**src/rtl/merge_mem_pkg.sv**
```systemverilog
// Shared types and constants for the merge_mem sorted-merge engine.
package merge_mem_pkg;

  typedef enum logic [1:0] {
    ST_IDLE  = 2'd0,
    ST_MERGE = 2'd1,
    ST_DONE  = 2'd2
  } state_t;

  localparam logic CH1 = 1'b0;
  localparam logic CH2 = 1'b1;

endpackage

```
**src/rtl/merge_mem_if.sv**
```systemverilog
// Bus bundle for merge_mem: memory write port, merge control and output stream.
interface merge_mem_if #(
  parameter int WIDTH = 8,
  parameter int DEPTH = 16
) ();
  localparam int AW = $clog2(DEPTH);

  logic             wr_en;
  logic             wr_sel;
  logic [AW-1:0]    wr_addr;
  logic [WIDTH-1:0] wr_data;
  logic [AW:0]      len1;
  logic [AW:0]      len2;
  logic             desc;
  logic             start;
  logic             busy;
  logic             done;
  logic             out_valid;
  logic             out_ready;
  logic [WIDTH-1:0] out_data;
  logic             out_src;
  logic [AW+1:0]    out_cnt;

  modport master (
    output wr_en, wr_sel, wr_addr, wr_data, len1, len2, desc, start, out_ready,
    input  busy, done, out_valid, out_data, out_src, out_cnt
  );

  modport slave (
    input  wr_en, wr_sel, wr_addr, wr_data, len1, len2, desc, start, out_ready,
    output busy, done, out_valid, out_data, out_src, out_cnt
  );
endinterface

```
**src/rtl/merge_mem_sel.sv**
```systemverilog
// merge_sel: combinational head compare; picks the channel supplying the next element.
module merge_sel
  import merge_mem_pkg::*;
#(
  parameter int WIDTH = 8
) (
  input  logic [WIDTH-1:0] head1,
  input  logic [WIDTH-1:0] head2,
  input  logic             rem1,
  input  logic             rem2,
  input  logic             desc,
  output logic             sel,
  output logic             take
);
  logic ch1_wins;

  // Ties go to ch1 in both orders so equal keys keep their channel order.
  assign ch1_wins = desc ? (head1 >= head2) : (head1 <= head2);
  assign take     = rem1 | rem2;

  always_comb begin
    sel = CH1;
    if (rem1 && rem2) sel = ch1_wins ? CH1 : CH2;
    else if (rem2)    sel = CH2;
  end
endmodule

```
**src/rtl/merge_mem.sv**
```systemverilog
// merge_mem: merges two pre-sorted channel memories into one ordered valid/ready stream.
//
// state    | meaning
// ST_IDLE  | waiting for start; memory writes accepted
// ST_MERGE | streaming merged elements
// ST_DONE  | one-cycle completion pulse, busy still high
module merge_mem
  import merge_mem_pkg::*;
#(
  parameter int WIDTH = 8,
  parameter int DEPTH = 16
) (
  input  logic       clk,
  input  logic       reset,
  merge_mem_if.slave bus
);
  localparam int          AW      = $clog2(DEPTH);
  localparam logic [AW:0] LEN_MAX = (AW+1)'(DEPTH);

  state_t           state, state_nxt;
  logic [WIDTH-1:0] mem1 [DEPTH];
  logic [WIDTH-1:0] mem2 [DEPTH];
  logic [AW:0]      len1_q, len2_q, p1, p2;
  logic             desc_q;
  logic             rem1, rem2, sel, take, load, accept, room;
  logic [WIDTH-1:0] head1, head2;
  logic             out_valid_q, out_src_q;
  logic [WIDTH-1:0] out_data_q;
  logic [AW+1:0]    out_cnt_q;

  assign rem1  = p1 < len1_q;
  assign rem2  = p2 < len2_q;
  assign head1 = mem1[p1[AW-1:0]];
  assign head2 = mem2[p2[AW-1:0]];
  assign room  = !out_valid_q || bus.out_ready;

  merge_sel #(.WIDTH(WIDTH)) u_sel (
    .head1 (head1),
    .head2 (head2),
    .rem1  (rem1),
    .rem2  (rem2),
    .desc  (desc_q),
    .sel   (sel),
    .take  (take)
  );

  always_ff @(posedge clk) begin
    if (state == ST_IDLE && bus.wr_en) begin
      if (bus.wr_sel == CH1) mem1[bus.wr_addr] <= bus.wr_data;
      else                   mem2[bus.wr_addr] <= bus.wr_data;
    end
  end

  always_ff @(posedge clk) begin
    if (!reset) state <= ST_IDLE;
    else        state <= state_nxt;
  end

  always_comb begin
    state_nxt = state;
    load      = 1'b0;
    accept    = 1'b0;
    unique case (state)
      ST_IDLE:  if (bus.start) state_nxt = ST_MERGE;
      ST_MERGE: begin
        accept = out_valid_q && bus.out_ready;
        load   = take && room;
        if (!take && room) state_nxt = ST_DONE;
      end
      ST_DONE:  state_nxt = ST_IDLE;
      default:  state_nxt = ST_IDLE;
    endcase
  end

  always_ff @(posedge clk) begin
    if (!reset) begin
      len1_q      <= '0;
      len2_q      <= '0;
      desc_q      <= 1'b0;
      p1          <= '0;
      p2          <= '0;
      out_valid_q <= 1'b0;
      out_data_q  <= '0;
      out_src_q   <= CH1;
      out_cnt_q   <= '0;
    end else begin
      if (state == ST_IDLE && bus.start) begin
        len1_q    <= (bus.len1 > LEN_MAX) ? LEN_MAX : bus.len1;
        len2_q    <= (bus.len2 > LEN_MAX) ? LEN_MAX : bus.len2;
        desc_q    <= bus.desc;
        p1        <= '0;
        p2        <= '0;
        out_cnt_q <= '0;
      end
      if (accept) out_cnt_q <= out_cnt_q + (AW+2)'(1);
      if (load) begin
        out_valid_q <= 1'b1;
        out_data_q  <= (sel == CH1) ? head1 : head2;
        out_src_q   <= sel;
        if (sel == CH1) p1 <= p1 + (AW+1)'(1);
        else            p2 <= p2 + (AW+1)'(1);
      end else if (accept) begin
        out_valid_q <= 1'b0;
      end
    end
  end

  assign bus.busy      = (state != ST_IDLE);
  assign bus.done      = (state == ST_DONE);
  assign bus.out_valid = out_valid_q;
  assign bus.out_data  = out_data_q;
  assign bus.out_src   = out_src_q;
  assign bus.out_cnt   = out_cnt_q;
endmodule

```
**src/flat_wrapper.sv**
```systemverilog
// flat-port wrapper written by rule: the top's interface ports become plain ports
module merge_mem_flat import merge_mem_pkg::*;
#(
  parameter int WIDTH = 8,
  parameter int DEPTH = 16
)
  (clk, reset, bus_wr_en, bus_wr_sel, bus_wr_addr, bus_wr_data, bus_len1, bus_len2, bus_desc, bus_start, bus_out_ready, bus_busy, bus_done, bus_out_valid, bus_out_data, bus_out_src, bus_out_cnt);
  merge_mem_if #(.WIDTH(WIDTH), .DEPTH(DEPTH)) bus_i ();
  input  logic clk;
  input  logic reset;
  input wire logic [$bits(bus_i.wr_en)-1:0] bus_wr_en;
  input wire logic [$bits(bus_i.wr_sel)-1:0] bus_wr_sel;
  input wire logic [$bits(bus_i.wr_addr)-1:0] bus_wr_addr;
  input wire logic [$bits(bus_i.wr_data)-1:0] bus_wr_data;
  input wire logic [$bits(bus_i.len1)-1:0] bus_len1;
  input wire logic [$bits(bus_i.len2)-1:0] bus_len2;
  input wire logic [$bits(bus_i.desc)-1:0] bus_desc;
  input wire logic [$bits(bus_i.start)-1:0] bus_start;
  input wire logic [$bits(bus_i.out_ready)-1:0] bus_out_ready;
  output wire logic [$bits(bus_i.busy)-1:0] bus_busy;
  output wire logic [$bits(bus_i.done)-1:0] bus_done;
  output wire logic [$bits(bus_i.out_valid)-1:0] bus_out_valid;
  output wire logic [$bits(bus_i.out_data)-1:0] bus_out_data;
  output wire logic [$bits(bus_i.out_src)-1:0] bus_out_src;
  output wire logic [$bits(bus_i.out_cnt)-1:0] bus_out_cnt;
  assign bus_i.wr_en = bus_wr_en;
  assign bus_i.wr_sel = bus_wr_sel;
  assign bus_i.wr_addr = bus_wr_addr;
  assign bus_i.wr_data = bus_wr_data;
  assign bus_i.len1 = bus_len1;
  assign bus_i.len2 = bus_len2;
  assign bus_i.desc = bus_desc;
  assign bus_i.start = bus_start;
  assign bus_i.out_ready = bus_out_ready;
  assign bus_busy = bus_i.busy;
  assign bus_done = bus_i.done;
  assign bus_out_valid = bus_i.out_valid;
  assign bus_out_data = bus_i.out_data;
  assign bus_out_src = bus_i.out_src;
  assign bus_out_cnt = bus_i.out_cnt;
  merge_mem #(.WIDTH(WIDTH), .DEPTH(DEPTH)) u_core (.clk(clk), .reset(reset), .bus(bus_i));
endmodule
```
**config.mk**
```make
export PLATFORM = sky130hd
export DESIGN_NAME = merge_mem_flat
export DESIGN_NICKNAME = d
export VERILOG_FILES = /design/src/rtl/merge_mem_pkg.sv /design/src/rtl/merge_mem_if.sv /design/src/rtl/merge_mem_sel.sv /design/src/rtl/merge_mem.sv /design/src/flat_wrapper.sv
export SDC_FILE = /design/constraint.sdc
export NUM_CORES = 1
export LEC_CHECK = 0
export BUFFER_PORTS_ARGS = -buffer_cell sky130_fd_sc_hd__buf_4
export CAP_MARGIN = 5
export CORE_MARGIN = 5
export CORE_UTILIZATION = 69
export CTS_BUF_LIST = sky130_fd_sc_hd__clkbuf_2 sky130_fd_sc_hd__clkbuf_4 sky130_fd_sc_hd__clkbuf_8
export DETAILED_ROUTE_END_ITERATION = 7
export PLACE_DENSITY = 0.88
export SYNTH_ARGS = -nofsm -noshare
export SYNTH_HDL_FRONTEND = slang
export SYNTH_SLANG_ARGS = --single-unit
```
**constraint.sdc**
```tcl
create_clock -name clk -period 6.9 [get_ports clk]
set_input_delay 1.035 -clock clk [delete_from_list [all_inputs] [get_ports clk]]
set_output_delay 1.035 -clock clk [all_outputs]
set_load 0.01 [all_outputs]
```
==> results of run 1 <==
stage by stage:
stage	setup WS, ps	power [mW]	hold slack (ps)
floorplan	3290	2.13	436
global route	1720	3.79	482
CTS	1990	3.68	463
global placement	2360	2.19	444
finish	1970	3.68	465
detailed placement	2080	2.21	454
sequential cells by signal, summed over array words and instances (netlist names):
register and cells:
u_core.len2_q 5, u_core.bus.out_cnt 6, u_core.bus.out_src 1, u_core.desc_q 1, u_core.mem2 128, u_core.bus.out_valid 1, u_core.p2 5, u_core.mem1 128
u_core.state 2, u_core.bus.out_data 8, u_core.p1 5, u_core.len1_q 5
cell families after synthesis:
| logic type | synth area share |
|---|---|
| xor+xnor | 0.00145 |
| flops | 0.702 |
| buf+inv | 0.0218 |
| fa+ha+maj | 0.0197 |
| simple gates | 0.0604 |
| mux | 0.154 |
| compound gates | 0.0401 |
power breakdown:
group	total, mW	switching, mW	internal [mW]
logic	0.194	0.115	0.0795
clock network	1.50	0.650	0.851
registers	1.98	0.0223	1.96
total	3.68	0.787	2.89
worst paths after layout:
path,start,end,slack (ps),cells after the start
setup / recovery,u_core.p2[0]$_SDFF_PN0_,u_core.bus.out_data[6]$_SDFFE_PN0P_,1970,12
hold / removal,u_core.len1_q[4]$_SDFFE_PN0P_,u_core.len1_q[4]$_SDFFE_PN0P_,470,2
setup reg to reg,u_core.p2[0]$_SDFF_PN0_,u_core.bus.out_data[6]$_SDFFE_PN0P_,1970,12
hold reg to reg,u_core.len1_q[4]$_SDFFE_PN0P_,u_core.len1_q[4]$_SDFFE_PN0P_,470,2
Yosys cell counts, drive strengths merged:
cell type	instances
o211ai	6
a22o	2
ha	19
nand4	2
a21oi	31
or3	3
o21bai	1
nor3b	10
dfxtp	39
nor2b	6
a22oi	1
nor2	52
nand3	14
nand2	20
and2	10
nand3b	2
or3b	1
mux4	80
xnor2	2
and3	2
or2	3
o31ai	2
nand2b	10
a211o	3
a221o	9
o2bb2a	1
nor4b	1
inv	19
a211oi	5
clkbuf	20
buf	10
o21ai	6
edfxtp	256
o21a	1
mux2	1
a41o	1
nor3	9
final cells by class:
type / instances / area (µm²) / share of cell area
repair buffers: 57 / 428 / 0.0316
flip-flops and latches: 295 / 8470 / 0.627
well taps: 225 / 282 / 0.0208
inverters: 19 / 71.3 / 0.00527
multi-input cells: 316 / 3330 / 0.246
clock inverters: 11 / 97.6 / 0.00722
clock buffers: 69 / 843 / 0.0624
metal layers:
layer / track usage / part of all wire / vias up
li1: - / - / 2810
met1: 0.407 / 0.38 / 3371
met2: 0.414 / 0.47 / 498
met3: 0.0632 / 0.12 / 78
met4: 0.101 / 0.034 / 2
met5: 0 / 0.00026 / -
placed cells by master, fill, tap and decap left out, drive strengths merged, types with 2 or more instances in the layout:
cell	instances
a211o	3
a211oi	5
a21oi	31
a221o	9
a22o	2
and2	10
and3	2
buf	56
bufinv	2
clkbuf	70
clkinv	9
dfxtp	39
edfxtp	256
ha	19
inv	19
mux4	80
nand2	20
nand2b	10
nand3	14
nand3b	2
nand4	2
nor2	52
nor2b	6
nor3	9
nor3b	10
o211ai	6
o21ai	6
o31ai	2
or2	3
or3	3
xnor2	2
critical path: stages (launching register included):
cell	delay, ps
sky130_fd_sc_hd__dfxtp_2	770
sky130_fd_sc_hd__buf_4	450
sky130_fd_sc_hd__mux4_2	620
sky130_fd_sc_hd__mux4_2	560
sky130_fd_sc_hd__inv_1	100
sky130_fd_sc_hd__ha_1	240
sky130_fd_sc_hd__o21ai_0	260
sky130_fd_sc_hd__o21bai_1	130
sky130_fd_sc_hd__nor3b_1	210
sky130_fd_sc_hd__a211oi_1	100
sky130_fd_sc_hd__a21oi_1	650
sky130_fd_sc_hd__nor3_2	260
sky130_fd_sc_hd__a221o_1	430
==> run metrics, run 1 <==
initial antenna violation count=1; total of max-cap violations=0; ratio of final minimum period to clock period=0.715; number of setup buffers added after CTS=0; width of the die=between 100 and 150 µm; post-layout minimum cycle time=4930 ps; detailed-routing iteration count for the pre-antenna-repair pass=5; total of fill cells in the finished design=approximately 840; maximum number of pins on one net before global-route repair=37; number of H-tree levels=2; number of remaining DRC errors=0; via count=between 6000 and 7000; Final Cell Area=~14000 µm²; routed wire length=26800 µm; worst slew margin relative to its limit=0.239; capturing element type of the critical path=flip-flop; Worst Path Class, Setup=reg2reg; Yosys top cell area share=0.637; number of global-route vias before repair=just under 7000; fraction of layout cells with a size suffix above 1=0.274; Antenna Violating Nets Remaining=0; relative area change from synthesis to final layout=12.1%; CTS sink count=about 300; hold violation total from the final report=0; Setup crit start kind=flip-flop; vertical die dimension=142 µm; starting utilization of the core area=0.700; std cell rows=48; areal power density over the cells=approximately 270 nW/µm²; top cells by area in the synthesized netlist=sky130_fd_sc_hd__edfxtp_1 (64%), sky130_fd_sc_hd__mux4_2 (13%), sky130_fd_sc_hd__dfxtp_1 (6.5%); ratio of routed vias to standard cells=slightly below 7; worst path arrival time=approximately 5300 ps; clock root buffer=sky130_fd_sc_hd__clkbuf_8; die footprint=slightly above 20000 µm²; Max Clock Skew=~28 ps; worst IR drop on VDD=about 0.00018 V; Tightest Hold Check Type=reg2reg; global-route wire length before repair=40900 µm; CTS Hold Bufs=0; Data required, critical path=7310 ps; input/output buffers=46; Max clock buf depth=3; actual slew at the worst max-slew pin=roughly 1100 ps; Worst-Skew Late Latency=550 ps; distinct cell type count of the synthesized netlist=46; RSZ-0062 raised after global routing=no; Layout Cells excl Fill=~1000; number of violations reported at the end of detailed-routing iteration 0=870; Total Routing Usage GR=0.275; diode count=0; Pins Over Slew Limit=0; total cell area at the placement stage=12600 µm²; run status=finished, final reports clean; post-CTS resize count=0; net count of the finished layout=between 700 and 800; dominant cell type by area after synthesis=sky130_fd_sc_hd__edfxtp_1; final routed wire length divided by cell count=about 27 µm; number of synthesized register bits=approximately 300; clock buffer count from CTS=44; Fmax achieved=between 200 and 250 MHz; clock transition at the registers of the reported paths=around 70 ps; Static Leakage=roughly 4.5 nW; Total Negative Setup Slacks=0 ps; synthesized instance count=660; placer congestion estimate=around 0.86; final global-route overflow total=0; share of synthesized area occupied by flip-flops and latches=0.702; per-instance average area after synthesis=between 15 and 20 µm²; number of warnings reported in the yosys synthesis log=0; placed instance count=911; area inside the core boundary=about 17000 µm²; I/O pin count=47; total of endpoints with negative setup slack in the final report=0; CP Max Fanout=21; final core utilization=0.784; post-synth design cell area=roughly 12000 µm²; Synthesized Nets=708; HPWL Detailed=about 17000 µm; TritonCTS clock tree=done
Note: power is estimated with default switching activity, not from simulation.
==> run 2: changes to the inputs <==
--- a/config.mk
+++ b/config.mk
@@ -8,10 +8,10 @@
 export BUFFER_PORTS_ARGS = -buffer_cell sky130_fd_sc_hd__buf_4
 export CAP_MARGIN = 5
 export CORE_MARGIN = 5
-export CORE_UTILIZATION = 69
+export CORE_UTILIZATION = 58
 export CTS_BUF_LIST = sky130_fd_sc_hd__clkbuf_2 sky130_fd_sc_hd__clkbuf_4 sky130_fd_sc_hd__clkbuf_8
 export DETAILED_ROUTE_END_ITERATION = 7
-export PLACE_DENSITY = 0.88
+export PLACE_DENSITY = 0.78
 export SYNTH_ARGS = -nofsm -noshare
 export SYNTH_HDL_FRONTEND = slang
 export SYNTH_SLANG_ARGS = --single-unit
==> constraint.sdc (replaced) <==
create_clock -name clk -period 4 [get_ports clk]
set_input_delay 0.6 -clock clk [delete_from_list [all_inputs] [get_ports clk]]
set_output_delay 0.6 -clock clk [all_outputs]
set_load 0.01 [all_outputs]
==> run metrics, run 2 (synthesis gave the netlist of run 1 again) <==
post-layout minimum cycle time=3770 ps (-1160 ps); actual slew at the worst max-slew pin=1170 ps (+24.0 ps); worst IR drop on VDD=0.000281 V (+56%); worst slew margin relative to its limit=0.217 (-0.0220); HPWL Detailed=16700 µm (+1.2%); number of remaining DRC errors=0 (unchanged); total cell area at the placement stage=12800 µm² (+1.5%); CTS sink count=295 (unchanged); clock transition at the registers of the reported paths=60 ps (about the same); capturing element type of the critical path=flip-flop; largest incremental delay on the critical path=570 ps (-200 ps); cell type group with the largest total delay on the critical path=compound AO/OA/AOI/OAI gates; initial antenna violation count=0 (-1); relative area change from synthesis to final layout=13.1%; number of cells on the worst hold path=3 (+1); Hold Path Sink=u_core.len1_q[4]$_SDFFE_PN0P_; clock buffer count from CTS=46 (+4.5%); width of the die=154 µm (+8.4%); cells along the critical path=buf_12 -> mux4_1 -> mux4_2 -> ha_1 -> a211oi_1 -> o21bai_1 -> nor3b_1 -> a211oi_2 -> a21oi_1 -> nor3_4 -> a221o_1; post-CTS resize count=0 (unchanged); Setup crit start kind=flip-flop; input/output buffers=46 (unchanged); number of global-route vias before repair=6662 (-1.5%); Max Clock Skew=24.5 ps (-3.06 ps); total of endpoints with negative setup slack in the final report=0 (unchanged); area inside the core boundary=20400 µm² (+18%); most common library cell in the layout ignoring fill and taps=sky130_fd_sc_hd__edfxtp_1; ratio of routed vias to standard cells=6.28 (-7.9%); TritonCTS clock tree=done; detailed-routing iteration count for the pre-antenna-repair pass=5 (unchanged); launch point of the worst reg-to-reg path=u_core.p1[0]$_SDFF_PN0_; Final Cell Area=13600 µm² (+0.89%); number of H-tree levels=2 (unchanged); total of max-cap violations=0 (unchanged); areal power density over the cells=452 nW/µm² (+66%); net count of the finished layout=791 (+1.3%); Max clock buf depth=3 (unchanged); Total Negative Setup Slacks=0 ps (unchanged); Worst-Skew Late Latency=560 ps (about the same); CTS Hold Bufs=0 (unchanged); flop2flop setup slack=230 ps (-1740 ps); Fmax achieved=265 MHz (+31%); Data required, critical path=4430 ps (-2880 ps); global-route wire length before repair=39400 µm (-3.7%); critical path's slowest cell=sky130_fd_sc_hd__mux4_1; Total Routing Usage GR=0.219 (-0.0566); final total power=6.16 mW (+68%); ratio of final minimum period to clock period=0.943 (+0.228); fraction of layout cells with a size suffix above 1=0.284 (+0.0103); hold slack final=321 ps (-144 ps); Pins Over Slew Limit=0 (unchanged); worst path arrival time=4200 ps (-1140 ps); routed wire length=25600 µm (-4.4%); final routed wire length divided by cell count=24.6 µm (-8.9%); Antenna Violating Nets Remaining=0 (unchanged); CP Max Fanout=10 (-52%); final core utilization=0.670 (-0.115); diode count=0 (unchanged); number of setup buffers added after CTS=0 (unchanged); vertical die dimension=154 µm (+8.4%); hold violation total from the final report=0 (unchanged); worst r2r dst=u_core.bus.out_data[3]$_SDFFE_PN0P_; hold wc startpoint=bus_len1[4]; I/O pin count=47 (unchanged); most frequent cells in the layout=sky130_fd_sc_hd__edfxtp_1 (256), sky130_fd_sc_hd__mux4_2 (67), sky130_fd_sc_hd__buf_4 (60); Static Leakage=4.48 nW (+0.53%); clock root buffer=sky130_fd_sc_hd__clkbuf_8; run status=finished, final reports clean; via count=6535 (-3.3%); final global-route overflow total=0 (unchanged); starting utilization of the core area=0.592 (-0.107); reg2reg path depth=11 (-1); die footprint=23800 µm² (+18%); number of violations reported at the end of detailed-routing iteration 0=845 (-2.9%); Worst Path Class, Setup=reg2reg; placer congestion estimate=0.853 (-1.1%); Critical path buffers and inverters=1 (-1); std cell rows=52 (+8.3%); maximum number of pins on one net before global-route repair=36 (-2.7%); Tightest Hold Check Type=in2reg
-- run 2: per-stage QoR --
stage | cells | worst slack (ps)
6_report | 1041 | 226
3_5_place_dp | 965 | 146
3_3_place_gp | 965 | 242
2_1_floorplan | 660 | 394
5_1_grt | 1041 | -14.6
4_1_cts | 1041 | 131
-- run 2: final cells by class --
| type | count | area, µm² |
|---|---|---|
| inverter | 19 | 71.3 |
| fill | 1270 | 6720 |
| tap | 270 | 338 |
| timing repair buffer | 65 | 551 |
| clock buffer | 69 | 812 |
| sequential | 295 | 8470 |
| multi-input combinational | 316 | 3350 |
| clock inverter | 7 | 45.0 |
-- run 2: worst reg2reg max path, cell delays in order, from the launching register on --
cell and delay (ps):
sky130_fd_sc_hd__dfxtp_4 430, sky130_fd_sc_hd__buf_12 180, sky130_fd_sc_hd__mux4_1 570, sky130_fd_sc_hd__mux4_2 500, sky130_fd_sc_hd__ha_1 340, sky130_fd_sc_hd__a211oi_1 270
sky130_fd_sc_hd__o21bai_1 160, sky130_fd_sc_hd__nor3b_1 250, sky130_fd_sc_hd__a211oi_2 90, sky130_fd_sc_hd__a21oi_1 330, sky130_fd_sc_hd__nor3_4 130, sky130_fd_sc_hd__a221o_1 400
-- run 2: worst max path at each step --
stage	to	depth (start not counted)	slack (ps)	start
after global routing	u_core.p2[1]$_SDFF_PN0_	13	-10	u_core.p2[0]$_SDFF_PN0_
after floorplan	u_core.bus.out_data[0]$_SDFFE_PN0P_	12	390	u_core.p1[1]$_SDFF_PN0_
final	u_core.bus.out_data[3]$_SDFFE_PN0P_	11	230	u_core.p1[0]$_SDFF_PN0_
after detailed placement	u_core.p1[0]$_SDFF_PN0_	11	150	u_core.p1[0]$_SDFF_PN0_
after global placement	u_core.p1[0]$_SDFF_PN0_	10	240	u_core.p1[0]$_SDFF_PN0_
after CTS	u_core.bus.out_data[3]$_SDFFE_PN0P_	10	130	u_core.p1[0]$_SDFF_PN0_
-- run 2: routing by layer --
layer / global-route usage / part of all wire
met3: 0.0422 / 0.078
met1: 0.308 / 0.41
met5: 0 / 0
met2: 0.353 / 0.49
met4: 0.0673 / 0.025
-- run 2: report_power, final --
| group | leakage, nW | switching [mW] | internal [mW] |
|---|---|---|---|
| Clock | 0.462 | 1.10 | 1.29 |
| Sequential | 2.62 | 0.0224 | 3.38 |
| Combinational | 1.40 | 0.217 | 0.151 |
| Total | 4.48 | 1.34 | 4.82 |
==> run 3: changes to the inputs <==
--- a/config.mk
+++ b/config.mk
@@ -8,10 +8,10 @@
 export BUFFER_PORTS_ARGS = -buffer_cell sky130_fd_sc_hd__buf_4
 export CAP_MARGIN = 5
 export CORE_MARGIN = 5
-export CORE_UTILIZATION = 58
+export CORE_UTILIZATION = 28
 export CTS_BUF_LIST = sky130_fd_sc_hd__clkbuf_2 sky130_fd_sc_hd__clkbuf_4 sky130_fd_sc_hd__clkbuf_8
 export DETAILED_ROUTE_END_ITERATION = 7
-export PLACE_DENSITY = 0.78
 export SYNTH_ARGS = -nofsm -noshare
 export SYNTH_HDL_FRONTEND = slang
 export SYNTH_SLANG_ARGS = --single-unit
+export TNS_END_PERCENT = 10
==> run metrics, run 3 (synthesis gave the netlist of run 1 again) <==
hold violation total from the final report=0 (unchanged); starting utilization of the core area=0.281 (-0.311); std cell rows=76 (+46%); Pins Over Slew Limit=0 (unchanged); most frequent cells in the layout=sky130_fd_sc_hd__edfxtp_1 (256), sky130_fd_sc_hd__mux4_2 (67), sky130_fd_sc_hd__buf_4 (62); switching power total=1.40 mW (+4.6%); final core utilization=0.331 (-0.339); TritonCTS clock tree=done; placer congestion estimate=0.795 (-6.8%); clock transition at the registers of the reported paths=60 ps (about the same); Worst Path Class, Setup=reg2reg; number of global-route vias before repair=6333 (-4.9%); flip-flop and latch area=8470 µm² (unchanged); Total Routing Usage GR=0.110 (-0.108); sequential fraction of design power=0.532 (-0.020); total of fill cells in the finished design=4062 (+220%); global-route wire length before repair=39900 µm (+1.2%); HPWL Detailed=17000 µm (+1.7%); area inside the core boundary=42900 µm² (+110%); most common library cell in the layout ignoring fill and taps=sky130_fd_sc_hd__edfxtp_1; final routed wire length divided by cell count=19.0 µm (-22%); reg2reg path depth=11 (unchanged); Setup crit start kind=flip-flop; number of remaining DRC errors=0 (unchanged); number of cells on the worst hold path=3 (unchanged); final total power=6.40 mW (+3.9%); worst path arrival time=4280 ps (+80 ps); footprint of the multi-input gates=3360 µm² (+0.15%); Total Negative Setup Slacks=0 ps (unchanged); Static Leakage=4.56 nW (+1.7%); relative area change from synthesis to final layout=17.7%; net count of the finished layout=797 (+0.76%); RSZ-0062 raised after global routing=yes; routed wire length=26100 µm (+2.2%); combinational share of power=0.057 (-0.003); Int Pwr=5.00 mW (+3.7%); Fmax achieved=264 MHz (-0.44%); I/O pin count=47 (unchanged); vertical die dimension=218 µm (+41%); initial antenna violation count=2 (+2); number of H-tree levels=2 (unchanged); ratio of final minimum period to clock period=0.948 (+0.00418); Tightest Hold Check Type=in2reg; ratio of routed vias to standard cells=4.58 (-27%); CTS sink count=295 (unchanged); clock buffer count from CTS=49 (+6.5%); areal power density over the cells=451 nW/µm² (-0.19%); worst IR drop on VDD=0.000182 V (-36%); Max Clock Skew=22.0 ps (-2.42 ps); final global-route overflow total=0 (unchanged); Antenna Violating Nets Remaining=0 (unchanged); post-layout minimum cycle time=3790 ps (+16.7 ps); worst slew margin relative to its limit=0.337 (+0.120); die footprint=47300 µm² (+99%); capturing element type of the critical path=flip-flop; maximum number of pins on one net before global-route repair=33 (-8.3%); Worst-Skew Late Latency=580 ps (+20 ps); detailed-routing iteration count for the pre-antenna-repair pass=6 (+1); width of the die=218 µm (+41%); actual slew at the worst max-slew pin=991 ps (-174 ps); Max clock buf depth=3 (unchanged); switching power share of the total=0.219 (+0.00144); total of max-cap violations=0 (unchanged); run status=finished, final reports clean; input/output buffers=46 (unchanged); total of endpoints with negative setup slack in the final report=0 (unchanged); number of violations reported at the end of detailed-routing iteration 0=517 (-39%); proportion of power drawn by the clock network=0.411 (+0.023); CP Max Fanout=20 (+10); Layout Cells excl Fill=1372 (+32%); Data required, critical path=4490 ps (+60 ps); placed instance count=1283 (+33%); via count=6287 (-3.8%); clock root buffer=sky130_fd_sc_hd__clkbuf_8; fraction of layout cells with a size suffix above 1=0.292 (+0.00767)
==> run 3: area by class of cell <==
class | instances | share of cell area
tap | 585 | 0.0516
multi-input combinational | 316 | 0.236
clock inverter | 18 | 0.0100
antenna | 2 | 0.000353
inverter | 19 | 0.00502
sequential | 295 | 0.597
clock buffer | 69 | 0.0585
timing repair buffer | 68 | 0.0412
==> run 3: power groups by stage <==
stage / Sequential (mW) / Clock, mW / Combinational, mW
2_1_floorplan: 3.46 / 0 / 0.215
3_3_place_gp: 3.47 / 0 / 0.358
3_5_place_dp: 3.47 / 0 / 0.363
4_1_cts: 3.40 / 2.71 / 0.364
5_1_grt: 3.40 / 2.86 / 0.401
6_report: 3.40 / 2.63 / 0.364
==> run 3: metrics by stage <==
stage	area [µm²]	hold WS, ps	worst slack [ps]
after floorplan	12100	436	394
after global placement	13200	446	105
after detailed placement	13200	456	57.6
after CTS	14200	261	27.1
after global routing	14200	263	-1.93
final	14200	295	210
==> run 3: critical path, cell delays in order, from the launching register on <==
cell and delay [ps]:
sky130_fd_sc_hd__dfxtp_2 350, sky130_fd_sc_hd__buf_12 200, sky130_fd_sc_hd__mux4_1 630, sky130_fd_sc_hd__mux4_2 540
sky130_fd_sc_hd__ha_1 340, sky130_fd_sc_hd__a211oi_1 290, sky130_fd_sc_hd__o21bai_1 160, sky130_fd_sc_hd__a211oi_1 320
sky130_fd_sc_hd__a21oi_1 180, sky130_fd_sc_hd__buf_4 200, sky130_fd_sc_hd__or3b_1 370, sky130_fd_sc_hd__a21oi_1 120
==> run 3: worst paths after layout <==
check                                                   start                             to  slack (ps)
worst max register to register        u_core.p1[0]$_SDFF_PN0_        u_core.p2[1]$_SDFF_PN0_         210
worst min register to register  u_core.len1_q[4]$_SDFFE_PN0P_  u_core.len1_q[4]$_SDFFE_PN0P_         460
worst max-delay path                  u_core.p1[0]$_SDFF_PN0_        u_core.p2[1]$_SDFF_PN0_         210
worst min-delay path                                 bus_desc     u_core.desc_q$_SDFFE_PN0P_         290
==> run 3: routing by layer <==
metal | up-vias | wire length [µm] | GRT usage
met5 | - | 0 | 0
met4 | 0 | 553 | 0.0373
met3 | 42 | 1560 | 0.0276
met2 | 158 | 11800 | 0.167
met1 | 3237 | 12200 | 0.156
li1 | 2850 | - | -
==> run 3: repair_timing <==
action                                  in CTS  in global routing
buffers inserted                             0                  0
gates resized for setup                      0                  4
endpoints found under the setup margin       0                 14
hold buffers                                 0                  0
